**config.mk**
```make
export PLATFORM = sky130hd
export DESIGN_NAME = psum_writeback
export DESIGN_NICKNAME = d
export VERILOG_FILES = /design/src/rtl/systolic_array_pkg.sv /design/src/rtl/psum_writeback.sv
export SDC_FILE = /design/constraint.sdc
export NUM_CORES = 1
export LEC_CHECK = 0
export CORE_AREA = 2 2 278 280
export DETAILED_ROUTE_END_ITERATION = 10
export DIE_AREA = 0 0 280 282
export GPL_TIMING_DRIVEN = 1
export PLACE_DENSITY = 0.77
export SLEW_MARGIN = 40
export SYNTH_ARGS = -nofsm -noshare
export SYNTH_HDL_FRONTEND = slang
export SYNTH_SLANG_ARGS = --single-unit
export TNS_END_PERCENT = 30
```
**constraint.sdc**
```tcl
create_clock -name clk -period 17.8 [get_ports clk]
set_input_delay 3.56 -clock clk [delete_from_list [all_inputs] [get_ports clk]]
set_output_delay 3.56 -clock clk [all_outputs]
set_load 0.01 [all_outputs]
```
**src/rtl/systolic_array_pkg.sv**
```systemverilog
// Shared types for the systolic array: IEEE-754 single-precision word bits and
// the partial-sum writeback FSM state encoding.
package systolic_array_pkg;

  typedef logic [31:0] word_t;

  typedef enum logic [1:0] {
    IDLE = 2'd0,
    SEND = 2'd1,
    DONE = 2'd2
  } state_t;

endpackage

```
**src/rtl/psum_writeback.sv**
```systemverilog
// Snapshots the finished N x N partial-sum matrix and streams it to the
// scratchpad as N beats of N words, row- or column-major, under ready/valid.
//
// state | meaning
// IDLE  | waiting for start; matrix, base address and layout captured on start
// SEND  | presenting beat k; advances on wr_ready
// DONE  | one-cycle completion pulse, then back to IDLE
module psum_writeback
  import systolic_array_pkg::*;
#(
  parameter int N      = 4,
  parameter int ADDR_W = 32
) (
  input  logic              clk,
  input  logic              rst,
  input  logic              start,
  input  logic              col_major,
  input  logic [ADDR_W-1:0] out_addr,
  input  word_t             psum_in [N][N],
  output logic              wr_valid,
  input  logic              wr_ready,
  output logic [ADDR_W-1:0] wr_addr,
  output word_t             wr_data [N],
  output logic              busy,
  output logic              done
);

  localparam int K_W = (N > 1) ? $clog2(N) : 1;

  state_t            state_q, state_d;
  logic [K_W-1:0]    k_q;
  logic [ADDR_W-1:0] base_q;
  logic              col_q;
  word_t             buf_q [N][N];
  logic              last_beat;
  logic              capture;
  logic              accept;

  assign last_beat = (k_q == K_W'(N - 1));
  assign capture   = (state_q == IDLE) && start;
  assign accept    = (state_q == SEND) && wr_ready;

  always_ff @(posedge clk or posedge rst) begin
    if (rst) state_q <= IDLE;
    else     state_q <= state_d;
  end

  // Handshake outputs decode only the state register, never wr_ready/start.
  always_comb begin
    state_d  = state_q;
    wr_valid = 1'b0;
    busy     = 1'b1;
    done     = 1'b0;
    unique case (state_q)
      IDLE: begin
        busy = 1'b0;
        if (start) state_d = SEND;
      end
      SEND: begin
        wr_valid = 1'b1;
        if (wr_ready && last_beat) state_d = DONE;
      end
      DONE: begin
        done    = 1'b1;
        state_d = IDLE;
      end
      default: state_d = IDLE;
    endcase
  end

  always_ff @(posedge clk or posedge rst) begin
    if (rst) begin
      k_q    <= '0;
      base_q <= '0;
      col_q  <= 1'b0;
      buf_q  <= '{default: '0};
    end else if (capture) begin
      k_q    <= '0;
      base_q <= out_addr;
      col_q  <= col_major;
      buf_q  <= psum_in;
    end else if (accept && !last_beat) begin
      k_q <= k_q + 1'b1;
    end
  end

  assign wr_addr = base_q + ADDR_W'(k_q) * ADDR_W'(N);

  // Lane mux: row k of the snapshot, or column k when column-major.
  for (genvar i = 0; i < N; i++) begin : g_lane
    assign wr_data[i] = col_q ? buf_q[i][k_q] : buf_q[k_q][i];
  end

endmodule

```
Yosys cells after proc, flatten, opt, wreduce, memory -nomap -nowiden
Index checks and enable logic that the tools add are counted.
Widths: inputs -> output; s select.
- register bits: 549
- mux-type cells: 27
- reductions and logical operators: 8
- bitwise gates (word level): 1
- order comparisons: 1
- equality and inequality tests: 5
- $add $sub $neg: 2
- operators with widths (operator ; number):
    $mux 32 ; 12
    $bmux 128 s2 ; 1
    $bmux 32 s2 ; 4
    $mux 128 ; 2
    $add 32x4->32 ; 1
    $mux 2 ; 4
    $eq 2x2->1 const B ; 2
    $logic_and 1x1->1 ; 4
    $pmux 2 s2 ; 1
    $ge 3x3->1 const B ; 1
    $mux 1 ; 3
    $not 2->3 ; 1
    $add 2x1->2 const B ; 1
    $eq 2x1->1 const B ; 1
    $logic_not 2->1 ; 1
    $ne 2x1->1 const B ; 1
    $ne 2x2->1 const B ; 1
    $reduce_and 2->1 ; 1
    $reduce_bool 2->1 ; 1
    $logic_not 1->1 ; 1

Longest topological paths before layout
Gate-level depths: netlist (run 1).
- word-level depth: 5
- depth in mapped cells: 8

Least setup slack after synthesis (run 1)
OpenSTA, ideal clock, no wires.
- path type: register -> output
- start: reg k_q[0]
- end: out wr_addr[26]
- path buffers: 0
- cell stages (with the launch flop): 7
- arrival time: 1.705 ns
- setup slack: 12.535 ns
- cell sequence: dfrtp_1 > ha_1 > fa_1 > nand4_1 > nor3_2 > nand4b_1 > xnor2_1
- cells in the longest elaborated chain, start to end: 1
- RTL lines (element ; RTL line ; source):
    start: declaration ; psum_writeback.sv:31 ; logic [K_W-1:0] k_q;
    start signal: assignment ; psum_writeback.sv:83 ; k_q <= k_q + 1'b1;
    $add 32x4->32 ; psum_writeback.sv:87 ; assign wr_addr = base_q + ADDR_W'(k_q) * ADDR_W'(N);
    end: declaration ; psum_writeback.sv:22 ; output logic [ADDR_W-1:0] wr_addr,
Every way passes these cells.

==> results.py, run 1 <==
metrics = {
    "job": {
        "cap_violations": 0,
    },
    "timing": {
        "maxSlewHeadroom_pct": 45.6,
        "drv_slew": 0,
        "timing.final.crit_share_pct": 46.2,
        "setup_tns_ns": 0,
        "max_freq_mhz": 122,
        "fin_worst_skew_ns": 0.0133,
        "max_slew.worst_pin.slew_ns": 0.816,
        "setup_ws_ns": 9.57,
        "holdWs_ns": 0.501,
        "rsz0062_at_grt": "false",
        "post-route-min-period_ns": 8.23,
        "hold_viol_final": 0,
        "setup_viol": 0,
    },
    "grt": {
        "grt_pass1_vias": 21600,
        "grt_max_degree": 107,
        "grt_pass1_wl_um": 146000,
        "busiest_layer": "met2",
        "grt_usage_pct": 25.2,
        "grtUsageMet3_pct": 8.10,
        "use_met2_pct": 45.9,
        "grt_overflow_total": 0,
        "grt_util_met1_pct": 25.7,
        "antenna_found_initial": 40,
    },
    "routing": {
        "drc_errors": 0,
        "routed_wl_um": 101000,
        "firstDrtPassIters": 7,
        "via_count": 20300,
        "ant_nets": 0,
        "drt-vias-per-instance": 5.43,
        "drt_iter0_drc": 1025,
        "routedWlPerCell_um": 27.0,
    },
    "cts": {
        "cts_tree": "yes",
        "htreeDepth": 3,
        "numCtsBuffers": 66,
        "clk_pin_slew_ns": 0.06,
        "clk_latency_ns": 0.59,
        "root_buffer": "clkbuf_16",
        "cts_sinks": 549,
        "cts_setup_buffers": 0,
        "clk_path_buf_depth": 3,
        "postCtsResizedCells": 0,
        "postCtsHoldBufs": 0,
    },
    "synth": {
        "synth_fp_nets": 2608,
        "synth_top_area_share_pct": 48.3,
        "synthFlopType": "dfrtp_1",
        "async_reset_ff_share_pct": 100,
        "synth_edf_count": 0,
        "synth_cell_types": 35,
        "synth_seq_cells": 549,
        "synth_cells": 2055,
        "yosys.area.top_type": "dfrtp_1",
        "syn_area_per_cell_um2": 13.9,
        "yosysWarnings": 0,
        "yosys.cell_count.top_type": "mux2_2",
        "ys_top_cells_by_area": "dfrtp_1 48%, mux2_2 22%, mux4_2 10%",
        "synth_commonest_cells": "557 x mux2_2, 549 x dfrtp_1, 137 x nand2_1",
        "netlist_area_um2": 28500,
        "ys_seq_area_share_pct": 48.3,
    },
    "worst_setup_path": {
        "reg2reg_to": "buf_q[39]$_DFFE_PP0P_",
        "cpMostUsedCell": "buf_6",
        "cp.buffers_inverters": 4,
        "crit_start": "col_q$_DFFE_PP0P_",
        "cp_top_family": "buffers and inverters",
        "path_cells": "buf_6 > buf_6 > buf_6 > mux4_2 > nand2_1 > o21ai_0 > clkdlybuf4s50_1",
        "path_max_fanout": 56,
        "r2r-start": "state_q[0]$_DFFE_PP0P_",
        "critPathRequiredTime_ns": 14.24,
        "cp.depth": 7,
        "cp_slowest_cell": "dfrtp_4",
        "worstRegToRegCells": 7,
        "cp-endpoint": "wr_data[109]",
        "critPathArrivalTime_ns": 4.67,
        "start_kind": "flop",
        "cp-end-kind": "output port",
        "crit_type": "reg -> out",
        "crit_path_max_incr_delay_ns": 0.75,
        "r2r_slack_ns": 13.29,
    },
    "power_and_ir_drop": {
        "p_int_mw": 4.90,
        "sequentialPowerShare_pct": 32.0,
        "finalPower_mw": 7.82,
        "p_sw_share_pct": 37.4,
        "pwr-share-clk_pct": 17.3,
        "p_per_area_nw_per_um2": 205,
        "combPwrFrac_pct": 50.6,
        "vdd_drop_max_mv": 0.129,
        "p_leak_nw": 15.2,
        "p_sw_mw": 2.93,
    },
    "layout": {
        "final_cells": 3744,
        "multiInputGateArea_um2": 13400,
        "fin_area_um2": 38100,
        "drive_gt1_share_pct": 29.7,
        "area_growth_pct": 33.7,
        "seq_area_um2": 13700,
        "fill_cells": 6458,
        "final_core_utilization_pct": 50.3,
        "final_nets": 3255,
    },
    "placed_design": {
        "pre_cts_slack_ns": 10.02,
        "finalWeightedCongestion": 0.955,
        "dp_hpwl_um": 76800,
        "place_inst": 3612,
        "numPortBuffers": 711,
        "place_area_um2": 35800,
    },
    "floorplanning": {
        "initial_core_util_pct": 37.6,
        "fp-row-count": 101,
        "die_y_um": 282,
        "ios": 712,
        "core_um2": 75700,
        "die_w_um": 280,
        "dieArea_um2": 79000,
    },
    "hold_path": {
        "hold_class": "reg -> reg",
    },
    "outcome": {
        "status": "completed",
    },
}
layout by cell type (no fill, tap or decap), types with 2 or more instances in the layout:
cell type and n:
clkdlybuf4s50_1 711, mux2_2 557, dfrtp_1 546, nand2_1 137
mux2i_1 129, o21ai_0 129, mux4_2 128, nor2_1 71
clkbuf_16 69, a21oi_1 64, mux2_1 50, xnor2_1 24
diode_2 19, clkbuf_1 15, buf_6 14, clkbuf_8 11
nand3_1 10, nand4_1 10, clkinv_2 7, buf_4 6
and4_1 5, xor2_1 5, inv_1 4, and3_1 4
clkinvlp_4 4, buf_12 4, and2_1 3, ha_1 3
bufinv_16 3, dfrtp_4 3, buf_16 3, a21o_1 2
nand2b_1 2, clkinv_8 2
worst min-delay path by stage:
stage                           startpoint                      to  slack (ns)  cells past startpoint
finish              buf_q[506]$_DFFE_PP0P_  buf_q[506]$_DFFE_PP0P_        0.50                      1
global route        buf_q[506]$_DFFE_PP0P_  buf_q[506]$_DFFE_PP0P_        0.52                      1
CTS                 buf_q[506]$_DFFE_PP0P_  buf_q[506]$_DFFE_PP0P_        0.50                      1
detailed placement  buf_q[510]$_DFFE_PP0P_  buf_q[510]$_DFFE_PP0P_        0.49                      1
global placement    buf_q[124]$_DFFE_PP0P_  buf_q[124]$_DFFE_PP0P_        0.48                      1
floorplan           buf_q[167]$_DFFE_PP0P_  buf_q[167]$_DFFE_PP0P_        0.46                      1
worst register-to-register path, delay by kind of cell, from the launching register on:
family	cells	cell delay, ns
and+or+nand+nor	2	1.02
muxes	1	0.62
DFF	1	0.38
buffers and inverters	4	2.37
layer usage:
metal / part of all wire (%) / wire, um
met5: 0.30 / 299
met4: 5.4 / 5430
met3: 7.8 / 7880
met2: 53 / 53100
met1: 34 / 34300
cells by family (layout without fill, tap and decap cells):
kind of cell / count (synthesis) / count (layout) / share of synthesized area (%)
multiplexers: 864 / 864 / 38.7
flip-flops: 549 / 549 / 48.3
AND/OR/NAND/NOR: 249 / 249 / 3.78
AO/OA/AOI/OAI: 196 / 196 / 3.46
buffers and inverters: 164 / 856 / 4.73
XOR/XNOR: 29 / 29 / 0.892
adder cells (fa/ha/maj): 4 / 4 / 0.202
other: 0 / 19 / 0
state kept, by name, summed over array words and instances, names as in the netlist:
register,cells
buf_q,512
base_q,32
k_q,2
state_q,2
col_q,1
power groups by stage:
| stage | combinational (mW) | sequential (mW) | clock (mW) |
|---|---|---|---|
| 4_1_cts | 4.02 | 2.51 | 1.38 |
| 3_5_place_dp | 3.98 | 2.53 | 0 |
| 3_3_place_gp | 3.90 | 2.50 | 0 |
| 6_report | 3.96 | 2.51 | 1.36 |
| 5_1_grt | 4.22 | 2.59 | 1.43 |
| 2_1_floorplan | 2.55 | 2.21 | 0 |
area by class of cell:
cell class	count	share of cell area, %
Timing Repair Buffer	738	19.7
Sequential cell	549	36.1
Clock inverter	18	0.578
Clock buffer	95	5.08
Multi-Input combinational cell	1342	35.2
Tap cell	978	3.21
Inverter	5	0.0592
Antenna cell	19	0.125
No activity file was read; power rests on OpenSTA's default activity.
==> run 2, diff against run 1 <==
Settings changed: CORE_AREA 2 2 278 280 to 2 2 275 277, DIE_AREA 0 0 280 282 to 0 0 277 279, PLACE_DENSITY 0.77 to 0.76.
Clock period 17.8 ns to 8.3 ns, I/O delays scaled along.
==> results.py, run 2 (same netlist as run 1, synthesis figures left out) <==
metrics = {
    "placed_design": {
        "numPortBuffers": 711,
        "dp_hpwl_um": 76200,
        "finalWeightedCongestion": 0.968,
        "pre_cts_slack_ns": 3.08,
    },
    "power_and_ir_drop": {
        "p_per_area_nw_per_um2": 441,
        "vdd_drop_max_mv": 0.276,
        "finalPower_mw": 16.8,
        "p_leak_nw": 15.2,
    },
    "hold_path": {
        "hold_class": "reg -> reg",
        "hold_depth": 1,
    },
    "timing": {
        "max_slew.worst_pin.slew_ns": 0.860,
        "post-route-min-period_ns": 5.68,
        "hold_viol_final": 0,
        "setup_ws_ns": 2.62,
        "fin_worst_skew_ns": 0.0136,
        "timing.final.crit_share_pct": 68.5,
        "drv_slew": 0,
        "maxSlewHeadroom_pct": 42.6,
        "setup_viol": 0,
        "max_freq_mhz": 176,
        "rsz0062_at_grt": "false",
    },
    "floorplanning": {
        "die_w_um": 277,
        "fp-row-count": 100,
        "ios": 712,
        "dieArea_um2": 77300,
        "initial_core_util_pct": 38.4,
        "die_y_um": 279,
        "core_um2": 74100,
    },
    "layout": {
        "final_common_cell": "clkdlybuf4s50_1",
        "largest_register_ffs": 512,
        "mostFrequentLayoutCells": "711 x clkdlybuf4s50_1, 557 x mux2_2, 546 x dfrtp_1",
        "regMostFlops": "buf_q",
        "final_nets": 3255,
        "area_growth_pct": 33.6,
        "top_regs": "buf_q x512, base_q x32",
        "drive_gt1_share_pct": 30.1,
    },
    "grt": {
        "grt_pass1_wl_um": 146000,
        "grt_max_degree": 151,
        "grt_usage_pct": 25.4,
        "antenna_found_initial": 19,
        "grt_pass1_vias": 21800,
        "grt_overflow_total": 0,
    },
    "cts": {
        "root_buffer": "clkbuf_16",
        "clk_path_buf_depth": 3,
        "clk_latency_ns": 0.62,
        "cts_setup_buffers": 0,
        "postCtsHoldBufs": 0,
        "numCtsBuffers": 61,
        "cts_tree": "yes",
        "htreeDepth": 2,
        "cts_sinks": 549,
        "postCtsResizedCells": 0,
        "clk_pin_slew_ns": 0.06,
    },
    "worst_setup_path": {
        "path_max_fanout": 48,
        "cp-end-kind": "output port",
        "start_kind": "flop",
        "worstRegToRegCells": 6,
        "critPathArrivalTime_ns": 4.02,
        "cp.depth": 6,
        "critPathRequiredTime_ns": 6.64,
        "path_cells": "buf_12 > buf_4 > buf_4 > o21ai_0 > mux2_2 > clkdlybuf4s50_1",
        "crit_type": "reg -> out",
        "cp_top_family": "buffers and inverters",
        "cp_slowest_cell": "buf_4",
        "cp.buffers_inverters": 4,
        "crit_path_max_incr_delay_ns": 0.63,
        "cpMostUsedCell": "buf_4",
    },
    "outcome": {
        "status": "completed",
    },
    "routing": {
        "ant_nets": 0,
        "drt-vias-per-instance": 5.41,
        "drt_iter0_drc": 1338,
        "routedWlPerCell_um": 26.7,
        "routed_wl_um": 99700,
        "drc_errors": 0,
        "via_count": 20200,
        "firstDrtPassIters": 6,
    },
    "job": {
        "cap_violations": 0,
    },
}
## run 2: cell types whose count changed in the layout (fill, tap and decap cells not counted), moves of 6 or more
cell | previous run | this run
buf_6 | 14 | 2
clkbuf_16 | 69 | 61
diode_2 | 19 | 11
clkbuf_1 | 15 | 9
buf_4 | 6 | 18
clkinv_2 | 7 | 16
## run 2: final timing paths
| path | end | slack, ns | startpoint |
|---|---|---|---|
| setup reg to reg | k_q[1]$_DFFE_PP0P_ | 5.55 | k_q[0]$_DFFE_PP0P_ |
| min in group asynchronous | buf_q[26]$_DFFE_PP0P_ | 1.46 | rst |
| hold / removal | buf_q[481]$_DFFE_PP0P_ | 0.50 | buf_q[481]$_DFFE_PP0P_ |
| setup / recovery | wr_data[8] | 2.62 | k_q[0]$_DFFE_PP0P_ |
| hold reg to reg | buf_q[481]$_DFFE_PP0P_ | 0.50 | buf_q[481]$_DFFE_PP0P_ |
| max in group asynchronous | buf_q[211]$_DFFE_PP0P_ | 5.13 | rst |
## run 2: area by class of cell
cell class | count | area, um^2
Inverter | 5 | 22.5
Antenna cell | 11 | 27.5
Sequential cell | 549 | 13700
Multi-Input combinational cell | 1342 | 13400
Timing Repair Buffer | 743 | 7540
Fill cell | 6302 | 36000
Tap cell | 969 | 1210
Clock inverter | 32 | 358
Clock buffer | 83 | 1740
## run 2: power breakdown
group          total, mW  switching [mW]  internal, mW
clock network       2.83            1.17          1.66
logic               8.61            3.87          4.74
registers           5.33            1.26          4.07
total               16.8            6.31          10.5
## run 2: per-layer routing
| metal | wire length [um] | GRT usage [%] |
|---|---|---|
| met3 | 7110 | 6.71 |
| met1 | 34600 | 26.8 |
| met2 | 53400 | 47.5 |
| met5 | 98 | 0 |
| met4 | 4460 | 11.2 |
## run 2: per-stage QoR
stage                     instances  utilization (%)  hold slack, ns  setup TNS (ns)  cell area, um^2
final                          3734             51.3           0.500               0            38000
after floorplan                2055                -           0.459         -455.60            28500
after detailed placement       3604             48.3           0.490               0            35800
after global routing           3730             51.3           0.512               0            38000
after CTS                      3719             51.2           0.503               0            37900
after global placement         3604             48.3           0.486               0            35800
## run 2: worst reg2reg max path: stages, from the launching register on
cell and delay, ns:
dfrtp_4 0.60, buf_12 0.25, buf_12 0.27, ha_1 0.64, nor3b_1 0.54, mux2i_1 0.27, nor2_1 0.06
==> run 3, diff against run 2 <==
Settings changed: CORE_AREA 2 2 275 277 to 2 2 278 280, DIE_AREA 0 0 277 279 to 0 0 280 282, PLACE_DENSITY 0.76 to 0.77.
Clock period 8.3 ns to 4.8 ns, I/O delays scaled along.
==> results.py, run 3 (same netlist as run 1, synthesis figures left out) <==
metrics = {
    "timing": {
        "setup_viol": 0,
        "holdWs_ns": 0.503,
        "drv_slew": 0,
        "setup_ws_ns": 0.378,
        "post-route-min-period_ns": 4.42,
        "rsz0062_at_grt": "false",
        "hold_viol_final": 0,
        "fin_worst_skew_ns": 0.0174,
        "timing.final.crit_share_pct": 92.1,
        "max_freq_mhz": 226,
        "max_slew.worst_pin.slew_ns": 0.867,
        "maxSlewHeadroom_pct": 42.2,
    },
    "job": {
        "cap_violations": 0,
    },
    "floorplanning": {
        "core_um2": 75700,
        "die_w_um": 280,
        "dieArea_um2": 79000,
        "initial_core_util_pct": 37.6,
        "fp-row-count": 101,
        "ios": 712,
        "die_y_um": 282,
    },
    "cts": {
        "cts_sinks": 549,
        "postCtsHoldBufs": 0,
        "clk_latency_ns": 0.60,
        "clk_path_buf_depth": 3,
        "numCtsBuffers": 67,
        "cts_setup_buffers": 0,
        "clk_pin_slew_ns": 0.06,
        "postCtsResizedCells": 0,
        "htreeDepth": 3,
        "cts_tree": "yes",
        "root_buffer": "clkbuf_16",
    },
    "layout": {
        "final_nets": 3289,
        "area_growth_pct": 35.2,
        "final_common_cell": "clkdlybuf4s50_1",
        "largest_register_ffs": 512,
        "fin_area_um2": 38500,
        "final_cells": 3789,
        "top_regs": "buf_q x512, base_q x32",
        "regMostFlops": "buf_q",
        "drive_gt1_share_pct": 30.7,
        "mostFrequentLayoutCells": "711 x clkdlybuf4s50_1, 557 x mux2_2, 546 x dfrtp_1",
    },
    "power_and_ir_drop": {
        "p_per_area_nw_per_um2": 757,
        "p_sw_mw": 10.8,
        "p_int_mw": 18.4,
        "sequentialPowerShare_pct": 30.9,
        "p_leak_nw": 15.4,
        "p_sw_share_pct": 36.9,
        "vdd_drop_max_mv": 0.524,
        "combPwrFrac_pct": 51.5,
        "pwr-share-clk_pct": 17.6,
        "finalPower_mw": 29.1,
    },
    "hold_path": {
        "min_from": "buf_q[167]$_DFFE_PP0P_",
        "hold_depth": 1,
        "hold_path_end": "buf_q[167]$_DFFE_PP0P_",
        "hold_class": "reg -> reg",
    },
    "placed_design": {
        "finalWeightedCongestion": 0.936,
        "place_area_um2": 36200,
        "dp_hpwl_um": 76000,
        "place_inst": 3645,
        "numPortBuffers": 711,
        "pre_cts_slack_ns": 0.946,
    },
    "grt": {
        "antenna_found_initial": 43,
        "grt_usage_pct": 24.5,
        "grt_pass1_wl_um": 142000,
        "grt_max_degree": 143,
        "grt_overflow_total": 0,
        "grt_pass1_vias": 21700,
    },
    "worst_setup_path": {
        "cp-end-kind": "output port",
        "r2r_slack_ns": 2.34,
        "reg2reg_to": "base_q[23]$_DFFE_PP0P_",
        "start_kind": "flop",
        "critPathRequiredTime_ns": 3.84,
        "r2r-start": "state_q[0]$_DFFE_PP0P_",
        "worstRegToRegCells": 4,
        "crit_type": "reg -> out",
        "path_max_fanout": 32,
        "critPathArrivalTime_ns": 3.46,
    },
    "routing": {
        "drt-vias-per-instance": 5.38,
        "routed_wl_um": 98600,
        "ant_nets": 0,
        "routedWlPerCell_um": 26.0,
        "drc_errors": 0,
        "drt_iter0_drc": 1047,
        "firstDrtPassIters": 5,
        "via_count": 20400,
    },
    "outcome": {
        "status": "completed",
    },
}
## run 3: worst max-delay path, cell delays in order, from the launching register on
cell and delay, ns:
dfrtp_4 0.83, buf_12 0.30, buf_4 0.23, mux2i_1 0.08, o21ai_0 0.51, mux2_2 0.29
clkdlybuf4s50_1 0.54
## run 3: power by group through the flow
stage / Clock (mW) / Sequential (mW) / Combinational, mW
final: 5.14 / 9.01 / 15.0
after detailed placement: 0 / 9.07 / 15.1
after global routing: 5.45 / 9.31 / 16.0
after floorplan: 0 / 8.21 / 9.47
after CTS: 5.27 / 9.00 / 15.2
after global placement: 0 / 8.88 / 14.9
## run 3: routing by layer
metal | share of wire (%) | track usage, % | routed length, um | up-vias
li1 | - | - | - | 8940
met1 | 35 | 25.4 | 34100 | 10400
met2 | 53 | 44.8 | 51900 | 766
met3 | 7.3 | 7.06 | 7190 | 226
met4 | 5.2 | 12.5 | 5110 | 38
met5 | 0.24 | 0 | 235 | -
## run 3: final cells by class
cell class	count	area [um^2]
clock buffer	102	1990
antenna	23	57.6
fill	6359	37200
timing repair buffer	771	7800
clock inverter	19	250
inverter	5	22.5
multi-input combinational	1342	13400
tap	978	1220
sequential	549	13700
## run 3: per-stage QoR
step           util (%)  TNS (ns)
6_report           50.8         0
5_1_grt            50.8         0
4_1_cts            50.8         0
3_5_place_dp       47.8         0
3_3_place_gp       47.8         0
2_1_floorplan         -  -1992.80
## run 3: how the worst max path moves through the flow
stage,end,slack [ns],start
2_1_floorplan,base_q[0]$_DFFE_PP0P_,-3.63,rst
3_3_place_gp,wr_addr[16],0.99,k_q[0]$_DFFE_PP0P_
3_5_place_dp,wr_addr[16],0.95,k_q[0]$_DFFE_PP0P_
6_report,wr_data[4],0.38,col_q$_DFFE_PP0P_
4_1_cts,wr_addr[16],0.23,k_q[0]$_DFFE_PP0P_
5_1_grt,wr_data[98],0.02,col_q$_DFFE_PP0P_
==> variant 1 (flow settings as in run 1) <==
`N`: 4 -> 2.
--- a/src/rtl/psum_writeback.sv
+++ b/src/rtl/psum_writeback.sv
@@ -8,7 +8,7 @@
 module psum_writeback
   import systolic_array_pkg::*;
 #(
-  parameter int N      = 4,
+  parameter int N      = 2,
   parameter int ADDR_W = 32
 ) (
   input  logic              clk,
Interface: changed (resized psum_in and wr_data); port bits go from 712 to 264. No check against the original RTL was run, so the function may have changed too.
==> variant 1 against run 1 <==
Area after synthesis decreased by 72%; cell count decreased by 50%; worst setup slack improved by 1200 ps; total power decreased by 71%; routed wire length decreased by 75%; cell area decreased by 68%; non-clock buffer count decreased by 470; sequential cell count decreased by 385.
==> variant 1: results (changes against run 1) <==
Clock network
  – CTS buffer count: 17 (-74%)
  – CTS max path bufs: 2 (-1)
  – H-tree depth: 4 (+1)
  – Worst-Skew Late Latency: 460 ps (-130 ps)

Power and ir drop
  – Power density cells: 183 nW/µm² (-11%)
  – Clock power frac: 0.185 (+0.012)
  – Flop pwr share: 0.337 (+0.017)
  – Power Internal: 1.46 mW (-70%)
  – Peak supply drop: 0.0929 mV (-28%)

Run status
  – Outcome: completed

Layout
  – Share of layout cells above drive strength 1: 0.224 (-0.0738)
  – Final std cells w/o fill: 1887 (-50%)
  – Biggest regs: buf_q: 128 flops, base_q: 32 flops, state_q: 2 flops

Worst setup path
  – Maximum fanout along the worst path: 48 (-14%)
  – Delay of the slowest critical-path stage: 770 ps (+20 ps)
  – CP arrival: 3500 ps (-1170 ps)
  – Top cell family by delay on the critical path: simple AND/OR/NAND/NOR gates

Timing
  – Worst slew pin tran: 810 ps (-6.10 ps)
  – Skew final: 10.2 ps (-3.04 ps)

Detailed routing
  – Met3 routed WL: 2.55 mm (-68%)
  – Initial DRC Count: 279 (-73%)
  – Met2 WL post-DR: 11.1 mm (-79%)
  – Total Wirelength: 24.8 mm (-75%)
  – First-pass DRT Iterations: 4 (-3)

GRT
  – Global Route met2 Usage: 0.0987 (-0.360)
  – Met1 Resource Use GR: 0.0762 (-0.181)
  – Initial antenna violation count: 4 (-90%)
  – Vias in the first global route: 6137 (-72%)

Synthesis
  – Commonest cells post-synth: dfrtp_1, mux2_2, mux2i_1
  – Syn Nets: 817 (-69%)

Placement
  – Setup WS pre-CTS: 11130 ps (+1110 ps)
  – DP Area: 11700 µm² (-67%)
## variant 1: cell types whose count changed after synthesis, moves of 26 or more
cell / change
mux2_2: -397
dfrtp_1: -385
mux4_2: -128
o21ai_0: -97
nand2_1: -96
mux2i_1: -65
mux2_1: -50
buf_8: -36
nor2_1: -32
a21oi_1: -31
buf_2: -26
## variant 1: final cells by class
type / instances / area (µm²)
fill: 8354 / 63300
sequential: 164 / 4110
multi-input combinational: 441 / 3650
timing repair buffer: 268 / 2710
tap: 978 / 1220
clock buffer: 20 / 447
clock inverter: 12 / 201
inverter: 3 / 23.8
antenna: 1 / 2.50
## variant 1: kinds of logic (layout without fill, tap and decap cells)
| group | count (synthesis) | in the layout | share of synthesized area |
|---|---|---|---|
| DFF | 164 | 164 | 0.516 |
| and+or+nand+nor | 119 | 119 | 0.0731 |
| AOI/OAI and AO/OA | 67 | 67 | 0.0425 |
| other | 0 | 1 | 0 |
| muxes | 224 | 224 | 0.307 |
| xor gates and xnor gates | 29 | 29 | 0.0320 |
| adders and majority gates | 2 | 2 | 0.00315 |
| buffers and inverters | 45 | 303 | 0.0255 |
## variant 1: worst paths after layout
kind / startpoint / end / slack (ps) / cells past startpoint
max reg2reg: state_q[0]$_DFFE_PP0P_ / buf_q[61]$_DFFE_PP0P_ / 15280 / 5
min: buf_q[24]$_DFFE_PP0P_ / buf_q[24]$_DFFE_PP0P_ / 510 / 1
min in group asynchronous: rst / state_q[0]$_DFFE_PP0P_ / 3650 / 2
max in group asynchronous: rst / col_q$_DFFE_PP0P_ / 12920 / 3
min reg2reg: buf_q[24]$_DFFE_PP0P_ / buf_q[24]$_DFFE_PP0P_ / 510 / 1
max: k_q$_DFFE_PP0P_ / wr_addr[31] / 10740 / 7
==> variant 2 (settings of run 1) <==
Made on the original files. Reset style: synchronous (`rst`), changed in 2 clocked blocks.
--- a/src/rtl/psum_writeback.sv
+++ b/src/rtl/psum_writeback.sv
@@ -40,7 +40,7 @@
   assign capture   = (state_q == IDLE) && start;
   assign accept    = (state_q == SEND) && wr_ready;
 
-  always_ff @(posedge clk or posedge rst) begin
+  always_ff @(posedge clk) begin
     if (rst) state_q <= IDLE;
     else     state_q <= state_d;
   end
@@ -68,7 +68,7 @@
     endcase
   end
 
-  always_ff @(posedge clk or posedge rst) begin
+  always_ff @(posedge clk) begin
     if (rst) begin
       k_q    <= '0;
       base_q <= '0;
Check against the original RTL: not equivalent (Yosys sat finds a counterexample within 4 cycles, from zero or initial values and one cycle with rst high; the reset may be asserted at any time).
==> variant 2 against run 1 <==
Worst setup slack worse by 91 ps; area after synthesis is 16% lower; first-iteration DRC count is 78% higher; routed wire length is 12% lower; cell area is 11% lower; die area stayed put; sequential cell count stayed put.
Power is not compared: it rests on default switching activity, and its combinational part moved more than twofold at a synthesized area within 25%.
==> variant 2: results (changes against run 1) <==
Run status
  – Outcome: completed

Clock network
  – Worst-Skew Late Latency: 620 ps (+30 ps)
  – CTS buffer count: 60 (-9.1%)
  – H-tree depth: 2 (-1)

GRT
  – Initial antenna violation count: 24 (-40%)
  – GR Layer Usage met3: 0.0673 (-0.0138)
  – Global Route met2 Usage: 0.302 (-0.156)
  – Largest net degree at the start of global routing: 191 (+79%)

Worst setup path
  – CP arrival: 4760 ps (+90 ps)
  – Critical Path Source: k_q[0]$_SDFFE_PP0P_
  – Slowest cell on the critical path: dfxtp_4
  – Delay of the slowest critical-path stage: 780 ps (+30 ps)

Layout
  – Inverter count: 4 (-1)
  – Finished Cell Area: 33700 µm² (-11%)
  – Final nets: 3279 (+0.74%)
  – Storage cell area: 11000 µm² (-20%)
  – Signal buffers: 736 (-0.27%)
  – CLK BUF: 90 (-5.3%)
  – Multi-input gates: 1375 (+2.5%)
  – Layout buffering overhead excluding clock cells: 0.222 (+0.0252)
  – N_diodes: 17 (-2)
  – Clk tree area frac: 0.0603 (+0.00374)

Synthesis
  – Ys flop type: dfxtp_1
  – Yosys cell types: 36 (+2.9%)
  – Syn Nets: 2705 (+3.7%)
  – Async S/R FF share, synth: 0 (-1.00)

Detailed routing
  – Initial DRC Count: 1820 (+78%)
  – WL met1: 38.9 mm (+13%)
  – Total Wirelength: 89.2 mm (-12%)
  – Met3 routed WL: 8.61 mm (+9.4%)
  – Met2 WL post-DR: 38.2 mm (-28%)
  – DR vias/cell: 5.54 (+2.0%)

Placement
  – Detail Placement HPWL: 64.3 mm (-16%)

Timing
  – Worst slew pin tran: 882 ps (+66.1 ps)
  – Skew final: 15.7 ps (+2.43 ps)
[variant 2: changes by cell type in the layout (fill, tap and decap cells not counted), moves of 50 or more]
| cell | change |
|---|---|
| dfrtp_1 | -546 |
| dfxtp_1 | +546 |
| a22o_1 | +544 |
| mux2_1 | -50 |
| mux2_2 | -557 |
[variant 2: kinds of logic after synthesis]
family,synth area share
adder cells (fa/ha/maj),0.00240
flip-flops,0.458
buffers and inverters,0.0461
XOR/XNOR,0.0106
multiplexers,0.174
AND/OR/NAND/NOR,0.0495
AO/OA/AOI/OAI,0.260
[variant 2: worst paths after layout]
path	cells past startpoint	end	slack [ps]
setup / recovery	7	wr_data[44]	9480
setup reg to reg	7	buf_q[265]$_SDFFE_PP0P_	14410
hold reg to reg	1	buf_q[168]$_SDFFE_PP0P_	470
hold / removal	1	buf_q[168]$_SDFFE_PP0P_	470
[variant 2: where the power goes]
part	leakage, nW	switching (mW)	internal (mW)
Sequential	4.51	0.0781	1.32
Combinational	6.71	0.234	0.315
Clock	0.993	0.523	0.770
